## config.mk

```make
export PLATFORM = sky130hd
export DESIGN_NAME = ifu_fetch
export DESIGN_NICKNAME = d
export VERILOG_FILES = /design/src/rtl/ifu_pkg.sv /design/src/rtl/ifu_fetch.sv
export SDC_FILE = /design/constraint.sdc
export NUM_CORES = 1
export LEC_CHECK = 0
export CORE_MARGIN = 8
export CORE_UTILIZATION = 37
export DETAILED_ROUTE_END_ITERATION = 7
export PLACE_DENSITY = 0.76
export SLEW_MARGIN = 25
export SYNTH_ARGS = -nofsm -noshare
export SYNTH_HDL_FRONTEND = slang
export SYNTH_SLANG_ARGS = --single-unit
```

## constraint.sdc

```tcl
create_clock -name clk -period 1.3 [get_ports clk]
set_clock_uncertainty 0.2 [all_clocks]
set_input_delay 0.195 -clock clk [delete_from_list [all_inputs] [get_ports clk]]
set_output_delay 0.195 -clock clk [all_outputs]
set_load 0.03 [all_outputs]
```

## src/rtl/ifu_pkg.sv

```systemverilog
// Shared types and constants for the instruction fetch unit.
// Contents: FSM state enum, canonical NOP encoding, default reset PC.
package ifu_pkg;

    typedef enum logic [1:0] {
        REQ      = 2'd0,
        WAIT_RSP = 2'd1,
        HOLD     = 2'd2,
        WAIT_UPD = 2'd3
    } ifu_state_e;

    localparam logic [31:0] INST_NOP         = 32'h0000_0013;
    localparam logic [31:0] DEFAULT_RESET_PC = 32'h8000_0000;

endpackage

```

## src/rtl/ifu_fetch.sv

```systemverilog
// Instruction fetch unit for a non-pipelined multicycle core.
// Owns the architectural PC and keeps at most one fetch in flight.
//
// Ports:
//   clk, rst          core clock; synchronous active-low reset
//   next_pc/pc_update next PC and retire strobe from next-PC logic
//   imem_req_*        fetch request channel (valid/ready, addr = pc)
//   imem_rsp_*        fetch response channel (valid/ready, data, err)
//   inst_valid/ready  handshake towards decode
//   inst, inst_pc     registered instruction word and its PC
//   fetch_fault       qualifies inst_valid: fetch failed, inst = NOP
//
// Build option:
//   IFU_MISALIGN_CHK_EN  when defined, a PC with pc[1:0] != 0 issues no
//                        memory request and yields a faulting NOP instead.
module ifu_fetch
    import ifu_pkg::*;
#(
    parameter int                XLEN     = 32,
    parameter logic [XLEN-1:0]   RESET_PC = XLEN'(DEFAULT_RESET_PC)
)(
    input  logic            clk,
    input  logic            rst,
    input  logic [XLEN-1:0] next_pc,
    input  logic            pc_update,
    output logic            imem_req_valid,
    input  logic            imem_req_ready,
    output logic [XLEN-1:0] imem_req_addr,
    input  logic            imem_rsp_valid,
    output logic            imem_rsp_ready,
    input  logic [XLEN-1:0] imem_rsp_data,
    input  logic            imem_rsp_err,
    output logic            inst_valid,
    input  logic            inst_ready,
    output logic [XLEN-1:0] inst,
    output logic [XLEN-1:0] inst_pc,
    output logic            fetch_fault
);

    localparam logic [XLEN-1:0] L_NOP = XLEN'(INST_NOP);

    ifu_state_e      r_state;
    logic [XLEN-1:0] r_pc;
    logic [XLEN-1:0] r_inst;
    logic [XLEN-1:0] r_inst_pc;
    logic            r_fault;

    logic w_in_req;
    logic w_in_wait_rsp;
    logic w_in_hold;
    logic w_misalign;
    logic w_req_hs;
    logic w_rsp_hs;
    logic w_inst_hs;

    assign w_in_req      = (r_state == REQ);
    assign w_in_wait_rsp = (r_state == WAIT_RSP);
    assign w_in_hold     = (r_state == HOLD);

`ifdef IFU_MISALIGN_CHK_EN
    assign w_misalign = (r_pc[1:0] != 2'b00);
`else
    assign w_misalign = 1'b0;
`endif

    // Handshake outputs are forced low while reset is held so that
    // nothing downstream sees a request from a partially reset unit.
    assign imem_req_valid = rst & w_in_req & ~w_misalign;
    assign imem_rsp_ready = rst & w_in_wait_rsp;
    assign inst_valid     = rst & w_in_hold;

    assign imem_req_addr = r_pc;
    assign inst          = r_inst;
    assign inst_pc       = r_inst_pc;
    assign fetch_fault   = r_fault;

    assign w_req_hs  = imem_req_valid & imem_req_ready;
    assign w_rsp_hs  = imem_rsp_valid & imem_rsp_ready;
    assign w_inst_hs = inst_valid & inst_ready;

    always_ff @(posedge clk) begin
        if (!rst) begin
            r_state   <= REQ;
            r_pc      <= RESET_PC;
            r_inst    <= L_NOP;
            r_inst_pc <= RESET_PC;
            r_fault   <= 1'b0;
        end else begin
            unique case (r_state)
                REQ: begin
                    if (w_misalign) begin
                        r_inst    <= L_NOP;
                        r_inst_pc <= r_pc;
                        r_fault   <= 1'b1;
                        r_state   <= HOLD;
                    end else if (w_req_hs) begin
                        r_state <= WAIT_RSP;
                    end
                end
                WAIT_RSP: begin
                    if (w_rsp_hs) begin
                        r_inst    <= imem_rsp_err ? L_NOP : imem_rsp_data;
                        r_inst_pc <= r_pc;
                        r_fault   <= imem_rsp_err;
                        r_state   <= HOLD;
                    end
                end
                HOLD: begin
                    // A retire in the same cycle as the decode handshake
                    // skips WAIT_UPD entirely.
                    if (w_inst_hs) begin
                        if (pc_update) begin
                            r_pc    <= next_pc;
                            r_state <= REQ;
                        end else begin
                            r_state <= WAIT_UPD;
                        end
                    end
                end
                WAIT_UPD: begin
                    if (pc_update) begin
                        r_pc    <= next_pc;
                        r_state <= REQ;
                    end
                end
                default: begin
                    r_state <= REQ;
                end
            endcase
        end
    end

endmodule
```

==> results.md <==
- Routed WL: between 10000 and 15000 µm
- Clock sinks: just under 100
- Area grow syn2layout: 75.2%
- Max-cap violation count: 0
- Ports: about 170
- Cell mode on critical path: buf_6
- Static Leak: 2.91 nW
- Setup WS post-layout: -0.240 ns
- Psw: between 1.5 and 2 mW
- Switching Fraction: approximately 26%
- Hold_sp: rst
- 1st-iter DRT viols: approximately 250
- Unrepaired setup endpoints after global routing: yes
- Rel. slew slack: between 70% and 80%
- Total CTS buffers: 9
- Vias in the first global route: ~3600
- Initial antenna violation count: 1
- Period Utilization, post-route: 118%
- R2r startpoint: r_state[0]
- Critical Path AT: around 1.6 ns
- Most common cell after layout, fill and taps aside: nand2_1
- Gate Count Post-Synth: 443
- Setup crit end kind: flop
- IO Port Bufs: 170
- Chip height: roughly 120 µm
- Die area: 0.0136 mm²
- Synthesized area per cell: between 8 and 9 µm²
- Clock latency on the worst-skew pair: around 0.35 ns
- Final setup vio count: 101
- Largest net degree at the start of global routing: 92
- DP HPWL: just over 8000 µm
- Critical Path RT: ~1.4 ns
- Via count: roughly 3800
- CORE AREA: approximately 0.01 mm²
- CTS Buffer Depth: 2
- GP Congestion: 0.777
- Seq pwr share: a little over half
- Fmax: 0.649 GHz
- Most frequent cells in the layout: 126 x nand2_1, 81 x buf_6, 69 x clkdlybuf4s50_1, 65 x dfxtp_2, 63 x nand3_1
- Distinct cells, synth: 24
- WL/cell: between 15 and 20 µm
- Die Wd: between 100 and 150 µm
- Final Util: between 60% and 70%
- CP cell instances: buf_6, o211ai_4, buf_6, buf_6, buf_12, nand3_2, o21ai_2
- Via density: approximately 5.0
- Mapped Area: 0.00374 mm²
- Violations in the final reports: negative setup slack
- Synthesized Nets: about 500
- Internal: ~4.5 mW
- Global route overflow: 0
- Critical path startpoint: r_state[0]
- Clock power frac: between 30% and 40%
- Power per cell area: roughly 920 mW/mm²
- Final min period: between 1.5 and 2 ns
- Starting Density: a little under two fifths
- First-pass GRT wire length: about 19000 µm
- Worst Tran Pin Value: 0.447 ns
- Nets: 702
- Crit-path max FO: 8
- Status: complete, but fails checks
- Antenna cell count: 0
- Ratio of cells with drive above 1 in the final layout: 43.8%
- CTS H-Tree Depth: 3
- Placed Instances: ~720
- Worst hold path class: in -> reg
- Comb pwr share: between 15 and 20%
- YS warnings: 0
- Worst-path clk slew: 0.09 ns
- CP Launch Type: flop
- Cell at the root of the clock tree: clkbuf_8
- Fin cells: 768
- Drt first pass iters: 4
- CTS tree: yes
- Final hold vios: 0
- Rows: 36
- Routed Antenna Nets: 0
- Crit path kind: reg -> reg
- Crit-path max cell delay: 0.37 ns
- Total GRT Usage: between 10% and 20%
- Drt drc: 0
- CP max-delay cell: dfxtp_4
- Final Max Tran Viols: 0
- Maximum vdd drop: a little over 0.6 mV
- Synth Register Bits: 99
- Sequential cell area fraction in the yosys report: a little over half
==> synthesized netlist by cell type <==
library cell | number | share of area, %
a21oi_1 | 1 | 0.13
a31oi_1 | 4 | 0.67
and3_1 | 1 | 0.17
and3b_1 | 1 | 0.23
and4b_1 | 1 | 0.27
buf_1 | 1 | 0.10
buf_2 | 17 | 2.3
buf_6 | 13 | 3.9
clkbuf_1 | 5 | 0.50
clkbuf_2 | 3 | 0.40
dfxtp_1 | 99 | 53
inv_1 | 6 | 0.60
mux2i_1 | 1 | 0.27
nand2_1 | 126 | 13
nand2b_1 | 1 | 0.17
nand3_1 | 92 | 12
nand3b_1 | 29 | 5.8
nand4b_4 | 1 | 0.64
nor2_1 | 3 | 0.30
nor3_1 | 3 | 0.40
o2111ai_1 | 1 | 0.23
o211ai_4 | 1 | 0.57
o21ai_0 | 26 | 3.5
o21ai_1 | 7 | 0.94
==> metrics by stage <==
| step | cell area, µm² | TNS [ns] | hold WS, ns | setup slack [ns] | power (mW) |
|---|---|---|---|---|---|
| 2_1_floorplan | 3780 | -0.677 | 0.112 | -0.0307 | 3.59 |
| 3_3_place_gp | 5340 | -34.14 | 0.241 | -0.383 | 3.98 |
| 3_5_place_dp | 5340 | -37.14 | 0.247 | -0.412 | 3.99 |
| 4_1_cts | 6080 | -15.59 | 0.00287 | -0.236 | 6.02 |
| 5_1_grt | 6560 | -23.84 | 0.0634 | -0.303 | 6.32 |
| 6_report | 6560 | -16.98 | 0.0701 | -0.240 | 6.05 |
==> logic make-up after synthesis <==
kind of cell	Yosys count	synth area share, %
mux	1	0.268
buf+inv	45	7.79
compound gates	40	6.02
simple gates	258	32.9
flops	99	53.0
==> state kept, by name (all words and copies together) (netlist names) <==
| register | flops |
|---|---|
| inst | 32 |
| inst_pc | 32 |
| r_state | 2 |
| fetch_fault | 1 |
| imem_req_addr | 32 |
==> power groups by stage <==
stage	Sequential (mW)	Clock [mW]	Combinational (mW)
5_1_grt	3.15	2.12	1.05
6_report	3.14	1.92	0.990
4_1_cts	3.14	1.95	0.921
3_5_place_dp	3.21	0	0.779
2_1_floorplan	3.31	0	0.282
3_3_place_gp	3.21	0	0.766
==> cell type report <==
type / count / area (µm²)
Clock inverter: 4 / 52.6
Fill cell: 776 / 3220
Sequential cell: 99 / 2090
Clock buffer: 11 / 131
Multi-Input combinational cell: 299 / 1690
Tap cell: 133 / 166
Inverter: 6 / 22.5
Timing Repair Buffer: 216 / 2400
==> repair_timing <==
item                                   4_1_cts  5_1_grt
setup endpoints to repair                  130      184
pin swaps                                   31        6
endpoints found under the hold margin        0        1
gates cloned                                 6        3
hold buffers                                 0        1
buffers inserted                            13        9
resized for setup                          109      123
==> worst paths after layout <==
kind | cells past startpoint | end | slack (ns)
max | 7 | imem_req_addr[18] | -0.24
min | 3 | r_state[0] | 0.07
max reg2reg | 7 | imem_req_addr[18] | -0.24
min reg2reg | 2 | inst_pc[8] | 0.26
==> routing by layer <==
metal,track usage (%),vias up,wire [µm]
met1,20.7,1824,5230
met5,0,-,10
met3,5.22,17,1010
li1,-,1853,-
met4,5.29,2,177
met2,30.1,133,6730
==> critical path, delay by kind of cell (launching register included) <==
kind            cells  cell delay [ns]
compound gates      2             0.30
simple gates        1             0.09
buf+inv             4             0.50
flops               1             0.37
Power figures use the tool's default switching activity.
